<file path="config.mk">
export PLATFORM = sky130hd
export DESIGN_NAME = z80_ram_bridge_flat
export DESIGN_NICKNAME = d
export VERILOG_FILES = /design/src/rtl/z80_bus_pkg.sv /design/src/rtl/z80_ram_bridge_if.sv /design/src/rtl/z80_ram_bridge_access_detect.sv /design/src/rtl/z80_ram_bridge.sv /design/src/flat_wrapper.sv
export SDC_FILE = /design/constraint.sdc
export NUM_CORES = 1
export LEC_CHECK = 0
export CAP_MARGIN = 5
export CORE_UTILIZATION = 30
export CTS_BUF_LIST = sky130_fd_sc_hd__clkbuf_8 sky130_fd_sc_hd__clkbuf_16
export DETAILED_ROUTE_END_ITERATION = 8
export PLACE_DENSITY = 0.65
export SYNTH_ARGS = -nofsm -noshare
export SYNTH_HDL_FRONTEND = slang
export SYNTH_HIERARCHICAL = 1
export SYNTH_SLANG_ARGS = --single-unit
export TNS_END_PERCENT = 20
</file>
<file path="constraint.sdc">
create_clock -name clk -period 1.9 [get_ports clk]
set_input_delay 0.38 -clock clk [delete_from_list [all_inputs] [get_ports clk]]
set_output_delay 0.38 -clock clk [all_outputs]
set_load 0.1 [all_outputs]
</file>
<file path="src/rtl/z80_bus_pkg.sv">
// Shared Z80 bus definitions: FSM state encoding, default window constants
// and the address window decode used by the RAM bridge.
package z80_bus_pkg;

  localparam int unsigned DEF_ADDR_W    = 32'd11;
  localparam logic [15:0] DEF_BASE_ADDR = 16'h0000;

  localparam logic [2:0] ST_IDLE_C     = 3'd0;
  localparam logic [2:0] ST_RD_ISSUE_C = 3'd1;
  localparam logic [2:0] ST_RD_CAPT_C  = 3'd2;
  localparam logic [2:0] ST_WR_ISSUE_C = 3'd3;
  localparam logic [2:0] ST_HOLD_C     = 3'd4;

  typedef enum logic [2:0] {
    ST_IDLE     = ST_IDLE_C,
    ST_RD_ISSUE = ST_RD_ISSUE_C,
    ST_RD_CAPT  = ST_RD_CAPT_C,
    ST_WR_ISSUE = ST_WR_ISSUE_C,
    ST_HOLD     = ST_HOLD_C
  } state_e;

  // True when addr falls in the 2**aw byte window starting at base.
  function automatic logic in_window(input logic [15:0] addr,
                                     input logic [15:0] base,
                                     input int unsigned aw);
    return (addr >> aw) == (base >> aw);
  endfunction

endpackage

</file>
<file path="src/rtl/z80_ram_bridge_if.sv">
// Z80 CPU-side memory bus: the CPU is the master, the RAM bridge the slave.
interface z80_ram_bridge_if #(
  parameter int unsigned DATA_W = 32'd8
);
  logic              mreq_n;
  logic              rd_n;
  logic              wr_n;
  logic [15:0]       addr;
  logic [DATA_W-1:0] cpu_dout;
  logic [DATA_W-1:0] cpu_din;
  logic              sel;
  logic              wait_n;

  modport master (
    output mreq_n, rd_n, wr_n, addr, cpu_dout,
    input  cpu_din, sel, wait_n
  );

  modport slave (
    input  mreq_n, rd_n, wr_n, addr, cpu_dout,
    output cpu_din, sel, wait_n
  );
endinterface

</file>
<file path="src/rtl/z80_ram_bridge_access_detect.sv">
// Turns a level "access active" condition into single-clk read/write start
// pulses; a write wins when both strobes are low.
module z80_access_detect (
  input  logic clk,
  input  logic reset,
  input  logic hit_i,
  input  logic rd_n_i,
  input  logic wr_n_i,
  output logic rd_start_o,
  output logic wr_start_o
);

  logic act_s;
  logic act_q;

  assign act_s = hit_i && (!rd_n_i || !wr_n_i);

  always_ff @(posedge clk or posedge reset) begin
    if (reset) begin
      act_q <= 1'b0;
    end else begin
      act_q <= act_s;
    end
  end

  assign wr_start_o = act_s && !act_q && !wr_n_i;
  assign rd_start_o = act_s && !act_q && wr_n_i;

endmodule

</file>
<file path="src/rtl/z80_ram_bridge.sv">
// Z80 memory bus to synchronous block RAM bridge, one RAM access per bus cycle.
// Optional wait-state generation for reads: define Z80_RAM_BRIDGE_WAIT_EN.
module z80_ram_bridge
  import z80_bus_pkg::*;
#(
  parameter logic [15:0] BASE_ADDR = DEF_BASE_ADDR,
  parameter int unsigned ADDR_W    = DEF_ADDR_W,
  parameter int unsigned DATA_W    = 32'd8
) (
  input  logic              clk,
  input  logic              reset,
  z80_ram_bridge_if.slave   bus,
  output logic              ram_ce_o,
  output logic              ram_oce_o,
  output logic              ram_wre_o,
  output logic [ADDR_W-1:0] ram_ad_o,
  output logic [DATA_W-1:0] ram_din_o,
  input  logic [DATA_W-1:0] ram_dout_i
);

  state_e            state_q;
  logic              ce_q;
  logic              oce_q;
  logic              wre_q;
  logic [ADDR_W-1:0] ad_q;
  logic [DATA_W-1:0] din_q;
  logic [DATA_W-1:0] cpu_din_q;

  logic hit_s;
  logic bus_idle_s;
  logic rd_start_s;
  logic wr_start_s;

  assign hit_s      = !bus.mreq_n && in_window(bus.addr, BASE_ADDR, ADDR_W);
  assign bus_idle_s = bus.mreq_n || (bus.rd_n && bus.wr_n);

  z80_access_detect u_detect (
    .clk        (clk),
    .reset      (reset),
    .hit_i      (hit_s),
    .rd_n_i     (bus.rd_n),
    .wr_n_i     (bus.wr_n),
    .rd_start_o (rd_start_s),
    .wr_start_o (wr_start_s)
  );

  // Access sequencer; RAM strobes are single-clk and default low every cycle.
  always_ff @(posedge clk or posedge reset) begin
    if (reset) begin
      state_q   <= ST_IDLE;
      ce_q      <= 1'b0;
      oce_q     <= 1'b0;
      wre_q     <= 1'b0;
      ad_q      <= '0;
      din_q     <= '0;
      cpu_din_q <= '0;
    end else begin
      ce_q  <= 1'b0;
      oce_q <= 1'b0;
      wre_q <= 1'b0;
      case (state_q)
        ST_IDLE: begin
          if (wr_start_s) begin
            ce_q    <= 1'b1;
            wre_q   <= 1'b1;
            ad_q    <= bus.addr[ADDR_W-1:0];
            din_q   <= bus.cpu_dout;
            state_q <= ST_WR_ISSUE;
          end else if (rd_start_s) begin
            ce_q    <= 1'b1;
            ad_q    <= bus.addr[ADDR_W-1:0];
            state_q <= ST_RD_ISSUE;
          end else begin
            state_q <= ST_IDLE;
          end
        end
        ST_RD_ISSUE: begin
          oce_q   <= 1'b1;
          state_q <= ST_RD_CAPT;
        end
        // Capture completes even if the CPU already abandoned the cycle.
        ST_RD_CAPT: begin
          cpu_din_q <= ram_dout_i;
          state_q   <= bus_idle_s ? ST_IDLE : ST_HOLD;
        end
        ST_WR_ISSUE: begin
          state_q <= bus_idle_s ? ST_IDLE : ST_HOLD;
        end
        ST_HOLD: begin
          state_q <= bus_idle_s ? ST_IDLE : ST_HOLD;
        end
        default: begin
          state_q <= ST_IDLE;
        end
      endcase
    end
  end

`ifdef Z80_RAM_BRIDGE_WAIT_EN
  logic wait_n_q;

  // Stall the CPU from the read start clk until cpu_din has been captured.
  always_ff @(posedge clk or posedge reset) begin
    if (reset) begin
      wait_n_q <= 1'b1;
    end else begin
      wait_n_q <= !(((state_q == ST_IDLE) && rd_start_s) || (state_q == ST_RD_ISSUE));
    end
  end

  assign bus.wait_n = wait_n_q;
`else
  assign bus.wait_n = 1'b1;
`endif

  assign bus.sel     = hit_s;
  assign bus.cpu_din = cpu_din_q;
  assign ram_ce_o    = ce_q;
  assign ram_oce_o   = oce_q;
  assign ram_wre_o   = wre_q;
  assign ram_ad_o    = ad_q;
  assign ram_din_o   = din_q;

endmodule
</file>
<file path="src/flat_wrapper.sv">
// flat-port wrapper written by rule: the top's interface ports become plain ports
module z80_ram_bridge_flat import z80_bus_pkg::*;
#(
  parameter logic [15:0] BASE_ADDR = DEF_BASE_ADDR,
  parameter int unsigned ADDR_W    = DEF_ADDR_W,
  parameter int unsigned DATA_W    = 32'd8
)
  (clk, reset, ram_ce_o, ram_oce_o, ram_wre_o, ram_ad_o, ram_din_o, ram_dout_i, bus_mreq_n, bus_rd_n, bus_wr_n, bus_addr, bus_cpu_dout, bus_cpu_din, bus_sel, bus_wait_n);
  z80_ram_bridge_if #(.DATA_W(DATA_W)) bus_i ();
  input  logic clk;
  input  logic reset;
  output logic ram_ce_o;
  output logic ram_oce_o;
  output logic ram_wre_o;
  output logic [ADDR_W-1:0] ram_ad_o;
  output logic [DATA_W-1:0] ram_din_o;
  input  logic [DATA_W-1:0] ram_dout_i;
  input wire logic [$bits(bus_i.mreq_n)-1:0] bus_mreq_n;
  input wire logic [$bits(bus_i.rd_n)-1:0] bus_rd_n;
  input wire logic [$bits(bus_i.wr_n)-1:0] bus_wr_n;
  input wire logic [$bits(bus_i.addr)-1:0] bus_addr;
  input wire logic [$bits(bus_i.cpu_dout)-1:0] bus_cpu_dout;
  output wire logic [$bits(bus_i.cpu_din)-1:0] bus_cpu_din;
  output wire logic [$bits(bus_i.sel)-1:0] bus_sel;
  output wire logic [$bits(bus_i.wait_n)-1:0] bus_wait_n;
  assign bus_i.mreq_n = bus_mreq_n;
  assign bus_i.rd_n = bus_rd_n;
  assign bus_i.wr_n = bus_wr_n;
  assign bus_i.addr = bus_addr;
  assign bus_i.cpu_dout = bus_cpu_dout;
  assign bus_cpu_din = bus_i.cpu_din;
  assign bus_sel = bus_i.sel;
  assign bus_wait_n = bus_i.wait_n;
  z80_ram_bridge #(.BASE_ADDR(BASE_ADDR), .ADDR_W(ADDR_W), .DATA_W(DATA_W)) u_core (.clk(clk), .reset(reset), .bus(bus_i), .ram_ce_o(ram_ce_o), .ram_oce_o(ram_oce_o), .ram_wre_o(ram_wre_o), .ram_ad_o(ram_ad_o), .ram_din_o(ram_din_o), .ram_dout_i(ram_dout_i));
endmodule
</file>
# --- Word level (Yosys, flattened, before mapping) ---
# Cells that the tools add are included.
totals:
  wordCells: 42
  ff_bits: 34
  ram_bits: 0
  rom_bits: 0
  latchBits: 0
  input_bits: 37
  n_memories: 0
classes:
  reduce_logical: 18
  n_addsub: 0
  n_div: 0
  mul: 0
  mux: 12
  eq_ne: 4
  shift: 0
  n_lt_le_gt_ge: 0
  bitwise_logic: 0
ops:
  columns: ["operator", "n"]
  rows:
  - ["two-way mux 11 bit", 2]
  - ["zero test 16 bit", 1]
  - ["one-hot mux 3 bit (3 select lines)", 1]
  - ["two-way mux 1 bit", 7]
  - ["== test 3 x 2 -> 1 bit (second input constant)", 2]
  - ["logical AND 1 bit", 6]
  - ["two-way mux 3 bit", 2]
  - ["zero test 1 bit", 4]
  - ["AND reduction 2 bit", 2]
  - ["== test 3 x 1 -> 1 bit (second input constant)", 1]
  - ["== test 3 bit (second input constant)", 1]
  - ["zero test 3 bit", 1]
  - ["OR reduction 3 bit", 1]
  - ["logical OR 1 bit", 2]
  - ["nonzero test 2 bit", 1]

# --- Longest topological paths before layout ---
# Gate-level depths: netlist (run 1).
logic_depth:
  depth_word: 8
  depth_mapped: 6

# --- Cells and area by module ---
# The synthesis (run 1) kept the hierarchy.
by_module_without_submodules:
  columns: ["module", "area_each_um2", "cells_each", "n_inst"]
  rows:
  - ["z80_ram_bridge", 1257.5, 79, 1]
  - ["z80_access_detect", 56.3, 5, 1]

# --- Least setup slack after synthesis (run 1) ---
# No wires, ideal clock.
synth_timing:
  path_kind: "input to register"
  from: "input bus_addr[11]"
  to: "register u_core.ad_q[0], in the netlist u_core/ram_ad_o[0]"
  path_buffers: 1
  stages: 6
  setup_time_ns: 0.128
  t_arrival_ns: 4.173
  t_required_ns: 1.772
  setup_slack_ns: -2.401
  cell_sequence: "or4_1 -> nor3_1 -> and4bb_2 -> o21a_2 -> buf_6 -> mux2_1"
synth_between:
  elab_chain_cells: 7
  elab_cells_between_ends: 9
  classes_between: "1 x mux; 8 x reduce/logical"
synth_rtl:
  columns: ["item", "line_no", "rtl"]
  rows:
  - ["start: declaration", "flat_wrapper.sv:21", "input wire logic [$bits(bus_i.addr)-1:0] bus_addr;"]
  - ["zero test 16 bit", "z80_bus_pkg.sv:26", "return (addr >> aw) == (base >> aw);"]
  - ["logical AND 1 bit", "z80_ram_bridge.sv:34", "assign hit_s = !bus.mreq_n && in_window(bus.addr, BASE_ADDR, ADDR_W);"]
  - ["via bus_sel", "flat_wrapper.sv:24", "output wire logic [$bits(bus_i.sel)-1:0] bus_sel;"]
  - ["logical AND 1 bit", "z80_ram_bridge_access_detect.sv:16", "assign act_s = hit_i && (!rd_n_i || !wr_n_i);"]
  - ["logical AND 1 bit (2 in a row)", "z80_ram_bridge_access_detect.sv:27", "assign rd_start_o = act_s && !act_q && wr_n_i;"]
  - ["via u_core.rd_start_s", "z80_ram_bridge.sv:31", "logic rd_start_s;"]
  - ["nonzero test 2 bit (no line)", null, null]
  - ["AND reduction 2 bit (no line)", null, null]
  - ["end signal: assignment", "z80_ram_bridge.sv:66", "ad_q <= bus.addr[ADDR_W-1:0];"]
  - ["end signal: assignment", "z80_ram_bridge.sv:71", "ad_q <= bus.addr[ADDR_W-1:0];"]
  - ["end: declaration", "z80_ram_bridge.sv:25", "logic [ADDR_W-1:0] ad_q;"]
# The timed path passes the listed nets, and every way through them passes these cells.
# A chain may end at the register's enable or synchronous reset.

# --- Final worst setup path (run 1) ---
layout_timing:
  from: "input bus_addr[13]"
  to: "register u_core.din_q[6], in the netlist u_core/ram_din_o[6]"
layout_between:
  elab_chain_cells: 6
layout_rtl:
  columns: ["item", "line_no", "rtl"]
  rows:
  - ["zero test 16 bit", "z80_bus_pkg.sv:26", null]
  - ["logical AND 1 bit", "z80_ram_bridge.sv:34", null]
  - ["logical AND 1 bit", "z80_ram_bridge_access_detect.sv:16", null]
  - ["logical AND 1 bit (2 in a row)", "z80_ram_bridge_access_detect.sv:26", "assign wr_start_o = act_s && !act_q && !wr_n_i;"]
  - ["via u_core.wr_start_s", "z80_ram_bridge.sv:32", "logic wr_start_s;"]
  - ["AND reduction 2 bit (no line)", null, null]
  - ["end signal: assignment", "z80_ram_bridge.sv:67", "din_q <= bus.cpu_dout;"]
  - ["end: declaration", "z80_ram_bridge.sv:26", "logic [DATA_W-1:0] din_q;"]
# The timed path passes the listed nets, and every way through them passes these cells.

==> impl_results.md, run 1 <==
* Final min period at 1.933 ns
* Failing checks: negative setup slack
* Routed vias at 941
* Iteration-0 DRC Markers at 26
* Clock buffer depth at 2
* Count of final setup violators at 12
* Setup crit start kind: input pin
* Final hold vios at 0
* Synth top area share at 64.76%
* Row Count at 23
* Die X at 68.18 um
* Area growth syn-to-layout at 67.33%
* Ys flop type: dfrtp_1
* Syn. warnings at 6
* Crit path kind: input pin to flop
* Worst Path Arrival at 2.09 ns
* Max-cap violations at 0
* Share of layout cells above drive strength 1 at 50.31%
* Starting Density at 31.92%
* Diodes inserted at 0
* Slowest CP cell: or4_4
* #FFs+latches synth at 34
* Root Driver: clkbuf_8
* Count leader, synth: dfrtp_1
* Routed WL at 2.992 mm
* Skew-Pair Late Insertion Delay at 0.28 ns
* Port bufs at 67
* Measured slew at the worst slew-check pin at 0.5153 ns
* Pins Over Slew Limit at 0
* CTS Sinks at 34
* Cells after synthesis at 84
* Die Ht at 68.18 um
* Antenna Nets Post-Route at 0
* Worst min path class: input pin to asynchronous set/reset pin
* Non-filler cells, final at 213
* Core area at 0.004115 mm^2
* Final RePlAce weighted congestion at 0.7068
* Fillers at 361
* Initial antenna violation count at 0
* Fin crit share at 101.7%
* Post-Syn Area at 0.001314 mm^2
* Placed cells at 204
* Worst slack at placement at -0.7098 ns
* Required time of the worst setup path at 2.06 ns
* Layout net count at 199
* CTS hold repair buffers at 0
* Worst Slack Setup Final at -0.03280 ns
* Total Routing Usage GR at 13.82%
* Status: finished, violations left
* Main area contributors after synthesis: dfrtp_1 (65%), mux2_1 (15%), mux2_2 (8.6%)
* Worst setup EP type: flop
* Clock-pin slew on the worst setup and hold paths at 0.06 ns
* Relative slew slack at 65.46%
* PwrDens at 1224 mW/mm^2
* Critical path peak fanout at 5
* Number of synthesized flops with an enable pin at 0
* First-pass DRT Iterations at 4
* Vias per cell at 4.418
* Sequential-to-total area share from yosys stat at 64.76%
* P_leak at 1.060 nW
* Max VDD drop at 0.6571 mV
* H-tree levels at 2
* Top post-synthesis cells by count: dfrtp_1 (34), mux2_1 (17), mux2_2 (10)
* Cell variety after synth at 21
* FFs w/ async S/R, synth at 100.0%
* I/O pin count at 69
* Largest net degree at the start of global routing at 34
* Vias in the first global route at 928
* Die area at 0.004648 mm^2
* CTS tree: yes
* Slowest stage delay, CP at 0.53 ns
* Syn Nets at 121
* Syn Area/Cell at 15.64 um^2
* First-pass GRT wire length at 4.505 mm
* RSZ-0062 raised after global routing: true
* Post-synth top area cell: dfrtp_1
* Congestion Overflow GR at 0
* Drt wl/cell at 14.05 um
* Worst-path cell chain: buf_6 -> or4_4 -> nor3_4 -> nor3b_4 -> and2_4 -> mux2_4
* Setup Buffers After CTS at 0
* Setup Skew at 0.005026 ns
* R2r setup slk at 0.25 ns
* Total CTS buffers at 5
* Fmax at 0.5174 GHz
* Drc violations at 0
-- worst max-delay path: cells and delay by family --
family | cells | cell delay (ns)
simple gates | 4 | 1.31
mux | 1 | 0.31
buf+inv | 1 | 0.09
-- area by class of cell --
cell class / instances / area, um^2 / share of cell area [%]
Clock buffer: 6 / 82.58 / 3.756
Clock inverter: 2 / 8.758 / 0.3984
Inverter: 2 / 7.507 / 0.3415
Multi-Input combinational cell: 47 / 551.8 / 25.10
Sequential cell: 34 / 850.8 / 38.70
Tap cell: 50 / 62.56 / 2.846
Timing Repair Buffer: 72 / 634.4 / 28.86
-- routing by layer --
layer | vias to the layer above | global-route usage (%) | wire length (um)
met5 | - | 0 | 0
li1 | 448 | - | -
met4 | 0 | 5.469 | 44
met2 | 48 | 21.32 | 1380
met3 | 6 | 5.333 | 285
met1 | 439 | 17.28 | 1281
-- sequential cells by signal, indices dropped and copies added, names as in the netlist --
register / count
u_core/ram_din_o: 8
u_core/ram_oce_o: 1
u_core/ram_wre_o: 1
u_core/bus.cpu_din: 8
u_core/state_q: 3
u_core/ram_ce_o: 1
u_core/u_detect/act_q: 1
u_core/ram_ad_o: 11
-- report_power, final --
group / switching (W) / internal (W)
Clock: 0.000235 / 0.000286
Combinational: 0.000951 / 0.000323
Sequential: 0.0000591 / 0.000836
Total: 0.00125 / 0.00145
-- per-stage QoR --
stage / hold WS (ns) / cell area (um^2) / util [%] / power [W] / TNS [ns]
2_1_floorplan: 0.1087 / 1340 / - / 0.001828 / -19.93
3_3_place_gp: 0.4703 / 2036 / 49.47 / 0.002121 / -13.50
3_5_place_dp: 0.4802 / 2036 / 49.47 / 0.002132 / -14.42
4_1_cts: 0.2597 / 2183 / 53.06 / 0.002710 / -0.3004
5_1_grt: 0.2807 / 2198 / 53.42 / 0.002796 / -1.010
6_report: 0.2631 / 2198 / 53.42 / 0.002691 / -0.2199
-- worst paths after layout --
check                                   startpoint                    end  depth (start not counted)
worst max-delay path                  bus_addr[13]    u_core/ram_din_o[6]                          6
worst min-delay path                         reset  u_core/u_detect/act_q                          2
worst max register to register   u_core/state_q[0]     u_core/ram_ad_o[3]                          3
worst min register to register  u_core/ram_ad_o[1]     u_core/ram_ad_o[1]                          1
max in group asynchronous                    reset    u_core/ram_ad_o[10]                          3
min in group clk                u_core/ram_ad_o[1]     u_core/ram_ad_o[1]                          1
-- cells by family (layout without fill, tap and decap cells) --
kind of cell	after synthesis	after routing	share of synthesized area [%]
flops	34	34	64.76
simple gates	13	14	6.477
mux	27	27	23.14
buf+inv	5	82	2.857
other cells	1	1	0.2854
compound gates	4	5	2.477
-- what timing repair did --
| action | in CTS | in global routing |
|---|---|---|
| pin swaps | 4 | 1 |
| resized for setup | 30 | 4 |
| cloned | 2 | 0 |
| endpoints found under the setup margin | 21 | 19 |
-- layout by cell type, fill, tap and decap left out, types with 2 or more instances in the layout --
| master | n |
|---|---|
| mux2_4 | 18 |
| clkbuf_8 | 6 |
| buf_4 | 35 |
| and2_4 | 2 |
| inv_1 | 3 |
| o21a_4 | 2 |
| buf_2 | 2 |
| clkdlybuf4s50_1 | 32 |
| dfrtp_1 | 34 |
| nor2_1 | 2 |
| mux2_2 | 8 |
(Power assumes the default switching activity.)
==> inputs of run 2 (changes only) <==
--- a/config.mk
+++ b/config.mk
@@ -8,10 +8,10 @@
 export CAP_MARGIN = 5
 export CORE_UTILIZATION = 30
 export CTS_BUF_LIST = sky130_fd_sc_hd__clkbuf_8 sky130_fd_sc_hd__clkbuf_16
+export CTS_CLUSTER_DIAMETER = 50
 export DETAILED_ROUTE_END_ITERATION = 8
 export PLACE_DENSITY = 0.65
 export SYNTH_ARGS = -nofsm -noshare
 export SYNTH_HDL_FRONTEND = slang
 export SYNTH_HIERARCHICAL = 1
 export SYNTH_SLANG_ARGS = --single-unit
-export TNS_END_PERCENT = 20
==> run 2 against run 1 <==
  * The run still ends with negative setup slack left
  * Sequential power barely moved
  * Register-to-register slack improved by 0.10 ns
  * Die area did not move
==> impl_results.md, run 2 (synthesis gave the netlist of run 1 again) <==
* Status: finished, violations left
* Failing checks: negative setup slack
* Diodes inserted at 0
* Max-cap violations at 0
* First-pass DRT Iterations at 4
* Fin crit share at 102.3%
* Final hold vios at 0
* Iteration-0 DRC Markers at 54
* Psw at 0.001255 W
* Met2 WL at 1.457 mm
* Drt wl/cell at 14.67 um
* Worst Path Arrival at 2.11 ns
* CTS Sinks at 34
* CTS tree: yes
* Critical path peak fanout at 6
* PwrDens at 1250 mW/mm^2
* Worst Slack Setup Final at -0.04370 ns
* Drc violations at 0
* Clock network fraction of design power at 23.3%
* P_leak at 1.098 nW
* Share of layout cells above drive strength 1 at 52.98%
* Required time of the worst setup path at 2.07 ns
* Routed vias at 993
* Core area at 0.004115 mm^2
* Congestion Overflow GR at 0
* H-tree levels at 2
* Root Driver: clkbuf_8
* Final RePlAce weighted congestion at 0.6542
* Final min period at 1.944 ns
* Count of final setup violators at 19
* Switching Fraction at 44.22%
* Max VDD drop at 0.6204 mV
* Reg power frac at 31.6%
* Fillers at 366
* Max reg flops at 11
* Vias in the first global route at 1021
* Fmax at 0.5145 GHz
* Highest routed layer: met4
* Met3 wire len at 306 um
* Setup TNS Final at -0.6164 ns
* Worst setup EP type: flop
* Routed WL at 3.197 mm
* Area growth syn-to-layout at 72.86%
* Pins Over Slew Limit at 0
* Die X at 68.18 um
* Commonest non-fill, non-tap cell in the layout: buf_4
* DP HPWL at 2.159 mm
* Total CTS buffers at 5
* Fin area at 0.002271 mm^2
* Placed inst area at 0.002062 mm^2
* Clock-pin slew on the worst setup and hold paths at 0.07 ns
* Vias per cell at 4.555
* Die Ht at 68.18 um
* First-pass GRT wire length at 4.698 mm
* Antenna Nets Post-Route at 0
* Skew-Pair Late Insertion Delay at 0.28 ns
* Setup Skew at 0.006014 ns
* Layout net count at 205
* Row Count at 23
* Largest net degree at the start of global routing at 21
* Pint at 0.001583 W
* Total Routing Usage GR at 14.53%
* Comb power frac at 45.1%
* Port bufs at 67
* Most frequent cells in the layout: buf_4 (40), dfrtp_1 (34), clkdlybuf4s50_1 (32), mux2_4 (19), mux2_2 (8)
* Reg2reg path depth at 3
* Initial antenna violation count at 0
* I/O pin count at 69
* Crit path kind: input pin to flop
* Clock buffer depth at 2
* RSZ-0062 raised after global routing: true
* Setup crit start kind: input pin
* WL met1 at 1.404 mm
* Starting Density at 31.92%
* Die area at 0.004648 mm^2
* Worst min path class: input pin to asynchronous set/reset pin
run 2: cell count changes in the layout (fill, tap and decap cells not counted):
cell,before,now
mux2_1,1,0
and2_2,0,1
bufinv_16,0,1
inv_1,3,2
mux2_4,18,19
and2_4,2,1
clkinv_2,1,0
buf_6,1,2
buf_4,35,40
run 2: critical path, stage by stage:
cell	delay (ns)
buf_6	0.09
or4_4	0.53
nor3_4	0.16
buf_4	0.13
and4bb_2	0.29
o21a_4	0.22
mux2_4	0.32
run 2: final cells by class:
type | instances | area [um^2] | area share (%)
Sequential cell | 34 | 850.8 | 37.47
Clock inverter | 1 | 30.03 | 1.322
Timing Repair Buffer | 78 | 683.2 | 30.08
Inverter | 2 | 7.507 | 0.3306
Tap cell | 50 | 62.56 | 2.755
Multi-Input combinational cell | 47 | 554.3 | 24.41
Clock buffer | 6 | 82.58 | 3.636
run 2: repair_timing:
action | CTS | global route
setup buffers | 5 | 1
pin swaps | 4 | 2
endpoints found under the hold margin | 0 | 0
setup endpoints to repair | 22 | 20
hold buffers | 0 | 0
gates resized for setup | 27 | 4
gates cloned | 2 | 0
run 2: metal layers:
metal,up-vias,GRT usage (%)
li1,461,-
met4,0,4.688
met5,-,0
met2,48,22.79
met1,479,18.12
met3,5,5.833
run 2: power by group through the flow:
stage	registers (W)	logic, W	clock network, W
2_1_floorplan	0.00171	0.000126	0
6_report	0.000897	0.00128	0.000662
3_5_place_dp	0.000908	0.00124	0
5_1_grt	0.000911	0.00132	0.000719
3_3_place_gp	0.000902	0.00123	0
4_1_cts	0.000897	0.00128	0.000683
run 2: worst paths after layout:
| path | end | start | slack, ns |
|---|---|---|---|
| max in group asynchronous | u_core/ram_ce_o | reset | 1.20 |
| setup reg to reg | u_core/ram_din_o[0] | u_core/state_q[0] | 0.35 |
| hold reg to reg | u_core/bus.cpu_din[7] | u_core/bus.cpu_din[7] | 0.51 |
| hold / removal | u_core/u_detect/act_q | reset | 0.26 |
| min in group clk | u_core/bus.cpu_din[7] | u_core/bus.cpu_din[7] | 0.51 |
| setup / recovery | u_core/ram_ad_o[4] | bus_addr[15] | -0.04 |
run 2: through the flow:
stage | power [W] | utilization, % | hold WS (ns) | cells | setup WS [ns]
2_1_floorplan | 0.001841 | - | 0.1087 | 84 | -0.9440
3_3_place_gp | 0.002135 | 50.11 | 0.4694 | 205 | -0.6878
3_5_place_dp | 0.002151 | 50.11 | 0.4821 | 205 | -0.7183
4_1_cts | 0.002858 | 54.91 | 0.2597 | 218 | -0.02585
5_1_grt | 0.002945 | 55.18 | 0.2591 | 218 | -0.1095
6_report | 0.002838 | 55.18 | 0.2632 | 218 | -0.04370
